[src/rtl/mem_port_arbiter.sv]
// rtl/mem_port_arbiter.sv - IF/LS arbiter and sequencer sharing one memctrl port
// Optional MEM_ARB_ROUND_ROBIN_EN: round-robin on contention instead of fixed LS > IF priority.
module mem_port_arbiter #(
  parameter  int RAM_WIDTH = 18,
  parameter  int RAM_DEPTH = 1024,
  localparam int ADDR_W    = $clog2(RAM_DEPTH - 1)
) (
  input  logic                 clk_i,
  input  logic                 rstn_i,

  input  logic                 if_req_i,
  input  logic [ADDR_W-1:0]    if_addr_i,
  output logic                 if_gnt_o,
  output logic                 if_rsp_valid_o,
  output logic [RAM_WIDTH-1:0] if_rsp_data_o,

  input  logic                 ls_req_i,
  input  logic                 ls_we_i,
  input  logic [ADDR_W-1:0]    ls_addr_i,
  input  logic [RAM_WIDTH-1:0] ls_wdata_i,
  output logic                 ls_gnt_o,
  output logic                 ls_rsp_valid_o,
  output logic [RAM_WIDTH-1:0] ls_rsp_data_o,

  output logic                 mc_rd_o,
  output logic                 mc_wr_o,
  output logic [ADDR_W-1:0]    mc_raddr_o,
  output logic [ADDR_W-1:0]    mc_waddr_o,
  output logic [RAM_WIDTH-1:0] mc_wr_data_o,
  input  logic [RAM_WIDTH-1:0] mc_rd_data_i,
  input  logic                 mc_rd_valid_i,
  input  logic                 mc_wr_done_i
);

  typedef enum logic [1:0] {
    ST_IDLE  = 2'd0,
    ST_ISSUE = 2'd1,
    ST_WAIT  = 2'd2,
    ST_RESP  = 2'd3
  } state_t;

  state_t                 state_q, state_d;
  logic                   owner_ls_q;
  logic                   we_q;
  logic [ADDR_W-1:0]      addr_q;
  logic [RAM_WIDTH-1:0]   wdata_q;
  logic [RAM_WIDTH-1:0]   if_rsp_data_q;
  logic [RAM_WIDTH-1:0]   ls_rsp_data_q;
  logic                   if_win, ls_win;
  logic                   txn_done;

`ifdef MEM_ARB_ROUND_ROBIN_EN
  // prio_ls_q = 1 means LS wins the next contention; flips to the requester not just served.
  logic prio_ls_q;

  always_comb begin
    ls_win = ls_req_i & (~if_req_i | prio_ls_q);
    if_win = if_req_i & (~ls_req_i | ~prio_ls_q);
  end

  always_ff @(posedge clk_i or negedge rstn_i) begin
    if (!rstn_i) begin
      prio_ls_q <= 1'b1;
    end else if (if_gnt_o || ls_gnt_o) begin
      prio_ls_q <= if_gnt_o;
    end
  end
`else
  always_comb begin
    ls_win = ls_req_i;
    if_win = if_req_i & ~ls_req_i;
  end
`endif

  // Grants are combinational in IDLE and forced low while reset is asserted.
  assign if_gnt_o = rstn_i & (state_q == ST_IDLE) & if_win;
  assign ls_gnt_o = rstn_i & (state_q == ST_IDLE) & ls_win;

  assign txn_done = (state_q == ST_WAIT) & (we_q ? mc_wr_done_i : mc_rd_valid_i);

  always_ff @(posedge clk_i or negedge rstn_i) begin
    if (!rstn_i) begin
      state_q <= ST_IDLE;
    end else begin
      state_q <= state_d;
    end
  end

  always_comb begin
    state_d        = state_q;
    mc_rd_o        = 1'b0;
    mc_wr_o        = 1'b0;
    if_rsp_valid_o = 1'b0;
    ls_rsp_valid_o = 1'b0;
    unique case (state_q)
      ST_IDLE: begin
        if (if_gnt_o || ls_gnt_o) state_d = ST_ISSUE;
      end
      ST_ISSUE: begin
        mc_rd_o = ~we_q;
        mc_wr_o = we_q;
        state_d = ST_WAIT;
      end
      ST_WAIT: begin
        if (txn_done) state_d = ST_RESP;
      end
      ST_RESP: begin
        if_rsp_valid_o = ~owner_ls_q;
        ls_rsp_valid_o = owner_ls_q;
        state_d        = ST_IDLE;
      end
      default: state_d = ST_IDLE;
    endcase
  end

  always_ff @(posedge clk_i or negedge rstn_i) begin
    if (!rstn_i) begin
      owner_ls_q    <= 1'b0;
      we_q          <= 1'b0;
      addr_q        <= '0;
      wdata_q       <= '0;
      if_rsp_data_q <= '0;
      ls_rsp_data_q <= '0;
    end else begin
      if (ls_gnt_o) begin
        owner_ls_q <= 1'b1;
        we_q       <= ls_we_i;
        addr_q     <= ls_addr_i;
        wdata_q    <= ls_wdata_i;
      end else if (if_gnt_o) begin
        owner_ls_q <= 1'b0;
        we_q       <= 1'b0;
        addr_q     <= if_addr_i;
        wdata_q    <= '0;
      end
      // Response data lands straight in the owner's register so it holds between pulses.
      if (txn_done) begin
        if (owner_ls_q) begin
          ls_rsp_data_q <= we_q ? '0 : mc_rd_data_i;
        end else begin
          if_rsp_data_q <= mc_rd_data_i;
        end
      end
    end
  end

  assign mc_raddr_o    = addr_q;
  assign mc_waddr_o    = addr_q;
  assign mc_wr_data_o  = wdata_q;
  assign if_rsp_data_o = if_rsp_data_q;
  assign ls_rsp_data_o = ls_rsp_data_q;

`ifndef SYNTHESIS
  a_single_cmd: assert property (@(posedge clk_i) disable iff (!rstn_i) !(mc_rd_o && mc_wr_o));
  a_single_gnt: assert property (@(posedge clk_i) disable iff (!rstn_i) !(if_gnt_o && ls_gnt_o));
  a_single_rsp: assert property (@(posedge clk_i) disable iff (!rstn_i) !(if_rsp_valid_o && ls_rsp_valid_o));
`endif

endmodule

[config.mk]
export PLATFORM = sky130hd
export DESIGN_NAME = mem_port_arbiter
export DESIGN_NICKNAME = d
export VERILOG_FILES = /design/src/rtl/mem_port_arbiter.sv
export SDC_FILE = /design/constraint.sdc
export NUM_CORES = 1
export LEC_CHECK = 0
export BUFFER_PORTS_ARGS = -buffer_cell sky130_fd_sc_hd__buf_2
export CAP_MARGIN = 20
export CORE_MARGIN = 2
export CORE_UTILIZATION = 40
export DETAILED_ROUTE_END_ITERATION = 10
export PLACE_DENSITY = 0.76
export SLEW_MARGIN = 20
export SYNTH_ARGS = -nofsm -noshare
export SYNTH_HDL_FRONTEND = slang
export SYNTH_SLANG_ARGS = --single-unit
export TNS_END_PERCENT = 5
[constraint.sdc]
create_clock -name clk_i -period 2.4 [get_ports clk_i]
set_clock_uncertainty 0.1 [all_clocks]
set_input_delay 0.72 -clock clk_i [delete_from_list [all_inputs] [get_ports clk_i]]
set_output_delay 0.72 -clock clk_i [all_outputs]
set_load 0.01 [all_outputs]
==> summary.md, run 1 <==
| Metric | Value |
|---|---|
| Status | finished, final reports clean |
| Worst EP required | 1.58 ns |
| Final nets | 442 |
| Die width | 89.6 µm |
| Hold Vio Cnt, Final | 0 |
| All-Layer GR Usage | 0.163 |
| Crit path from | state_q[0]$_DFFE_PN0P_ |
| Met3 WL | 485 µm |
| Port-buffer cells | 142 |
| Final ANT Viol Nets | 0 |
| Cts repair resizes | 0 |
| Crit path max fanout | 5 |
| VDD IR-drop max | 0.000577 V |
| Layout area overhead | 32.3% |
| Detailed Route WL | 6360 µm |
| Final Setup Violations | 0 |
| Worst Hold Slack | 0.381 ns |
| Worst-skew pair later-pin latency | 0.33 ns |
| Cell count after placement | 462 |
| Synthesized area per cell | 12.1 µm² |
| Met2 WL | 2970 µm |
| Ant. Diodes | 0 |
| Cell Pwr Density | 1280 nW/µm² |
| RR Startpoint | state_q[0]$_DFFE_PN0P_ |
| Via density | 4.86 |
| RSZ-0062 raised after global routing | no |
| Placer Congestion | 0.785 |
| Final HPWL DP | 4680 µm |
| Pins over their slew limit | 0 |
| CTS buffer count | 9 |
| Ys Warns | 0 |
| Root Buffer | clkbuf_8 |
| Largest area contributor in the netlist | dfrtp_1 |
| Synth Instances | 242 |
| Vias in the first global route | 2259 |
| Max Cap Viol | 0 |
| Highest clock rate | 437 MHz |
| Top_reg_cell synth | dfrtp_1 |
| Sum Neg Setup Slack | 0 ns |
| CTS tree | built |
| Fin crit period | 2.29 ns |
| Top cells by count, synth | 68 x dfrtp_1, 28 x o21ai_0, 20 x inv_1, 19 x a22o_1, 18 x o41ai_1 |
| Critical Path Slowest Stage Cell | dfrtp_1 |
| Vias | 2320 |
| Worst hold start | if_rsp_data_o[10]$_DFFE_PN0P_ |
| WP data arrival | 1.47 ns |
| Global-route wire length before repair | 10000 µm |
| EDFF count, synth | 0 |
| Asr flop ratio synth | 1.00 |
| CP endpoint kind | primary output |
| # IOs | 143 |
| Post-CTS Hold Fix Bufs | 0 |
| Wirelength per Cell | 13.3 µm |
| Worst Hold Class | reg -> reg |
| Max Root-Sink Buffers | 2 |
| Synthesized flop and latch total | 68 |
| Share of cells above drive strength 1 | 0.463 |
| M1 wire length | 2800 µm |
| Critical-path cell list | inv_1 > ha_1 > and4b_1 > buf_2 |
| Mapped Area | 2930 µm² |
| FP Rows | 31 |
| Count leader, synth | dfrtp_1 |
| Leakage | 2.06 nW |
| Post-CTS Setup Inserts | 0 |
| Core ar. | 7180 µm² |
| Drt pass-1 iters | 4 |
| Largest net degree at the start of global routing | 69 |
| Die height | 89.6 µm |
| Buf+Inv Stages, Crit Path | 2 |
| Crit Path Class | reg -> out |
| Mapped Nets | 310 |
| Clock transition at path regs | 0.07 ns |
| H-tree Lvls | 3 |
| Top cells by area, synth | dfrtp_1 58%, a22o_1 5.7%, o41ai_1 5.4% |
| Crit-path leading delay family | flip-flops |
| Starting Density | 0.408 |
| # clock sinks | 68 |
| Count of different cell masters after synthesis | 23 |
| Antenna violations before repair | 0 |
| Sequential share of the synthesized area | 0.581 |
| Yosys top cell area share | 0.581 |
| DRC | 0 |
| Drt first-iter violations | 45 |
| Slew @ Worst Pin | 0.825 ns |
| Highest Signal Layer | met4 |
| Non-filler instance count after layout | 477 |
| Crit-path max cell delay | 0.41 ns |
| Rel. slew slack | 0.450 |
| CP Launch Type | register |
| DIE AREA | 8020 µm² |
| Remaining global-route overflow | 0 |
| Final period utilization | 0.953 |
-- routing by layer --
layer,GRT usage,up-vias
met1,0.200,1087
li1,-,1120
met4,0.0841,0
met2,0.269,104
met3,0.0360,9
met5,0,-
-- metrics by stage --
| step | cell area, µm² | power, mW | worst slack (ns) | util |
|---|---|---|---|---|
| CTS | 3870 | 5.04 | 0.0848 | 0.540 |
| detailed placement | 3670 | 4.05 | 0.355 | 0.511 |
| global route | 3870 | 5.36 | 0.0144 | 0.540 |
| floorplan | 2930 | 3.25 | 0.244 | - |
| global placement | 3670 | 3.97 | 0.379 | 0.511 |
| finish | 3870 | 4.97 | 0.113 | 0.540 |
-- final cells by class --
cell class | count | area (µm²)
clock buffers | 10 | 128
clock inverters | 5 | 77.6
fillers | 619 | 3300
inverters | 20 | 75.1
multi-input cells | 125 | 997
flip-flops and latches | 68 | 1700
well taps | 99 | 124
repair buffers | 150 | 771
-- cells by family after synthesis --
family / after synthesis / synth area share
DFF: 68 / 0.581
muxes: 30 / 0.111
AOI/OAI and AO/OA: 68 / 0.167
buffers and inverters: 49 / 0.0825
adders and majority gates: 5 / 0.0214
and+or+nand+nor: 22 / 0.0376
-- cells in the final DEF, fill, tap and decap left out, drive strengths merged --
cell / Yosys / final
buf: 14 / 150
dfrtp: 68 / 68
o21ai: 28 / 28
inv: 20 / 20
a22o: 19 / 19
mux2: 19 / 19
o41ai: 18 / 18
nand2: 12 / 12
mux2i: 11 / 11
clkbuf: 15 / 10
ha: 5 / 5
nor2: 3 / 3
and2: 2 / 2
nor2b: 2 / 2
bufinv: 0 / 2
clkinv: 0 / 2
and3: 1 / 1
and4b: 1 / 1
nor3b: 1 / 1
o211ai: 1 / 1
a22oi: 1 / 1
a2bb2oi: 1 / 1
clkinvlp: 0 / 1
-- power breakdown --
part | internal (mW) | switching, mW | leakage (nW) | total [mW]
clock network | 0.576 | 0.403 | 0.102 | 0.979
logic | 0.941 | 1.06 | 1.11 | 2.00
registers | 1.68 | 0.310 | 0.849 | 1.99
-- registers in the layout, indices dropped and copies added (netlist names) --
name,flops
mc_raddr_o,10
owner_ls_q,1
state_q,2
ls_rsp_data_o,18
if_rsp_data_o,18
mc_wr_data_o,18
we_q,1
-- final timing paths --
check | to | slack, ns | cells past startpoint
worst max register to register | mc_raddr_o[6]$_DFFE_PN0P_ | 0.47 | 6
min in group asynchronous | mc_wr_data_o[17]$_DFFE_PN0P_ | 0.52 | 2
worst max-delay path | if_gnt_o | 0.11 | 4
worst min register to register | if_rsp_data_o[10]$_DFFE_PN0P_ | 0.38 | 1
max in group asynchronous | if_rsp_data_o[4]$_DFFE_PN0P_ | 1.15 | 2
worst min-delay path | if_rsp_data_o[10]$_DFFE_PN0P_ | 0.38 | 1
No activity file was read; power rests on OpenSTA's default activity.
==> inputs of run 2 (changes only) <==
--- a/config.mk
+++ b/config.mk
@@ -8,10 +8,9 @@
 export BUFFER_PORTS_ARGS = -buffer_cell sky130_fd_sc_hd__buf_2
 export CAP_MARGIN = 20
 export CORE_MARGIN = 2
-export CORE_UTILIZATION = 40
+export CORE_UTILIZATION = 46
 export DETAILED_ROUTE_END_ITERATION = 10
-export PLACE_DENSITY = 0.76
-export SLEW_MARGIN = 20
+export PLACE_DENSITY = 0.85
 export SYNTH_ARGS = -nofsm -noshare
 export SYNTH_HDL_FRONTEND = slang
 export SYNTH_SLANG_ARGS = --single-unit
==> run 2 against run 1 <==
Against the previous run:
- final cell count decreased by 4.2%
- worst setup slack improved by 0.0011 ns
- global-route usage increased by 3.7 points
- combinational power about the same
- fmax about the same
- worst hold slack got worse by 0.24 ns
- sequential cell count unchanged
- largest cell class unchanged
- register-to-register slack improved by 0.04 ns
- utilization increased by 8.0 points
- routed wire length increased by 7.6%
==> summary.md, run 2 (synthesized netlist as in run 1, its figures left out) <==
| Metric | Value |
|---|---|
| Root Buffer | clkbuf_8 (unchanged) |
| Register area | 1700 µm² (unchanged) |
| Worst-skew pair later-pin latency | 0.32 ns (was 0.33 ns) |
| Remaining global-route overflow | 0 (unchanged) |
| Placer Congestion | 0.768 (was 0.785) |
| Buf+Inv Stages, Crit Path | 2 (unchanged) |
| H-tree Lvls | 3 (unchanged) |
| Hold Vio Cnt, Final | 0 (unchanged) |
| Worst Hold Slack | 0.139 ns (was 0.381 ns) |
| CTS tree | built (unchanged) |
| Crit-path max cell delay | 0.42 ns (was 0.41 ns) |
| Final Setup Violations | 0 (unchanged) |
| Port-buffer cells | 142 (unchanged) |
| Leakage | 2.08 nW (was 2.06 nW) |
| Critical Path Slowest Stage Cell | dfrtp_1 (unchanged) |
| Rel. slew slack | 0.474 (was 0.450) |
| Design area | 3870 µm² (about the same) |
| Die height | 83.8 µm (was 89.6 µm) |
| WP data arrival | 1.47 ns (about the same) |
| Worst Hold Class | in -> async (was reg -> reg) |
| Drt first-iter violations | 55 (was 45) |
| Clock transition at path regs | 0.07 ns (about the same) |
| Placed Area | 3650 µm² (was 3670 µm²) |
| Final HPWL DP | 4970 µm (was 4680 µm) |
| Max Root-Sink Buffers | 2 (unchanged) |
| Max Cap Viol | 0 (unchanged) |
| CP Launch Type | register (unchanged) |
| VDD IR-drop max | 0.000821 V (was 0.000577 V) |
| FP Rows | 29 (was 31) |
| Largest net degree at the start of global routing | 64 (was 69) |
| Gate power share | 0.401 (was 0.402) |
| Final nets | 443 (was 442) |
| Critical-path cell list | inv_1 > ha_2 > and4b_1 > buf_2 (was inv_1 > ha_1 > and4b_1 > buf_2) |
| RSZ-0062 raised after global routing | no (unchanged) |
| Most common cell after layout, fill and taps aside | buf_2 (unchanged) |
| Vias | 2367 (was 2320) |
| Final ANT Viol Nets | 0 (unchanged) |
| All-Layer GR Usage | 0.200 (was 0.163) |
| CP endpoint kind | primary output (unchanged) |
| Crit Path Class | reg -> out (unchanged) |
| Final period utilization | 0.952 (was 0.953) |
| Cts repair resizes | 0 (unchanged) |
| Clock share of power | 0.203 (was 0.197) |
| Final worst-path setup slack | 0.114 ns (was 0.113 ns) |
| Post-CTS Hold Fix Bufs | 0 (unchanged) |
| # clock sinks | 68 (unchanged) |
| Crit-path leading delay family | flip-flops (unchanged) |
| Share of cells above drive strength 1 | 0.468 (was 0.463) |
| Status | finished, final reports clean (unchanged) |
| Total power | 5.06 mW (was 4.97 mW) |
| Drt pass-1 iters | 4 (unchanged) |
| Crit path max fanout | 5 (unchanged) |
| Setup Slack @ Placement | 0.258 ns (was 0.355 ns) |
| Sw power | 1.82 mW (was 1.77 mW) |
| Non-filler instance count after layout | 457 (was 477) |
| Starting Density | 0.469 (was 0.408) |
| Highest clock rate | 438 MHz (was 437 MHz) |
| Internal power | 3.24 mW (was 3.20 mW) |
| Cell count after placement | 441 (was 462) |
| Core ar. | 6240 µm² (was 7180 µm²) |
| Via density | 5.18 (was 4.86) |
| Antenna violations before repair | 0 (unchanged) |
| Pins over their slew limit | 0 (unchanged) |
| R2r setup slk | 0.51 ns (was 0.47 ns) |
| Ant. Diodes | 0 (unchanged) |
| Global-route wire length before repair | 11300 µm (was 10000 µm) |
| Post-CTS Setup Inserts | 0 (unchanged) |
| Vias in the first global route | 2408 (was 2259) |
| Die width | 83.8 µm (was 89.6 µm) |
| Slew @ Worst Pin | 0.789 ns (was 0.825 ns) |
| Wirelength per Cell | 15.0 µm (was 13.3 µm) |
| Layout area overhead | 32.1% (was 32.3%) |
| Sum Neg Setup Slack | 0 ns (unchanged) |
| CTS buffer count | 9 (unchanged) |
| Flop pwr share | 0.396 (was 0.401) |
| Area of the multi-input gates | 1000 µm² (was 997 µm²) |
| # IOs | 143 (unchanged) |
| DRC | 0 (unchanged) |
| Worst EP required | 1.58 ns (about the same) |
| Fin util | 0.620 (was 0.540) |
| Fillers | 528 (was 619) |
| Detailed Route WL | 6840 µm (was 6360 µm) |
| Fin crit period | 2.29 ns (about the same) |
| Switching fraction of total power | 0.360 (was 0.356) |
| Most frequent cells in the layout | 142 x buf_2, 68 x dfrtp_1, 28 x o21ai_0, 20 x inv_1, 19 x a22o_1 (unchanged) |
| Cell Pwr Density | 1310 nW/µm² (was 1280 nW/µm²) |
| DIE AREA | 7020 µm² (was 8020 µm²) |
## run 2: cell count changes in the layout (fill, tap and decap cells not counted)
cell        before  now
buf_4            8    9
clkbuf_8         9   10
clkinv_2         2    3
clkinvlp_4       1    0
ha_1             5    4
ha_2             0    1
## run 2: area by class of cell
class                           instances  share of cell area
Multi-Input combinational cell        125               0.258
Clock inverter                          5              0.0194
Timing Repair Buffer                  151               0.201
Sequential cell                        68               0.440
Tap cell                               77              0.0249
Clock buffer                           11              0.0366
Inverter                               20              0.0194
## run 2: path summary, 6_finish.rpt
check | start | end | cells after the start
min in group clk_i | if_rsp_data_o[9]$_DFFE_PN0P_ | if_rsp_data_o[9]$_DFFE_PN0P_ | 1
hold / removal | rstn_i | mc_wr_data_o[4]$_DFFE_PN0P_ | 1
setup reg to reg | we_q$_DFFE_PN0P_ | if_rsp_data_o[8]$_DFFE_PN0P_ | 4
max in group asynchronous | rstn_i | mc_raddr_o[3]$_DFFE_PN0P_ | 2
hold reg to reg | if_rsp_data_o[9]$_DFFE_PN0P_ | if_rsp_data_o[9]$_DFFE_PN0P_ | 1
setup / recovery | state_q[0]$_DFFE_PN0P_ | if_gnt_o | 4
## run 2: power by group through the flow
stage          clock network [mW]  logic, mW  registers [mW]
2_1_floorplan                   0       1.04            2.21
3_3_place_gp                    0       1.97            1.99
3_5_place_dp                    0       2.06            2.01
4_1_cts                      1.05       2.06            2.00
5_1_grt                      1.10       2.23            2.08
6_report                     1.03       2.03            2.00
## run 2: per-layer routing
| metal | track usage | wire length [µm] | part of all wire | vias to the layer above |
|---|---|---|---|---|
| met1 | 0.252 | 2940 | 0.43 | 1137 |
| met4 | 0.0660 | 52 | 0.0076 | 0 |
| met5 | 0 | 0 | 0 | - |
| met2 | 0.341 | 3360 | 0.49 | 103 |
| met3 | 0.0485 | 488 | 0.071 | 5 |
| li1 | - | - | - | 1122 |
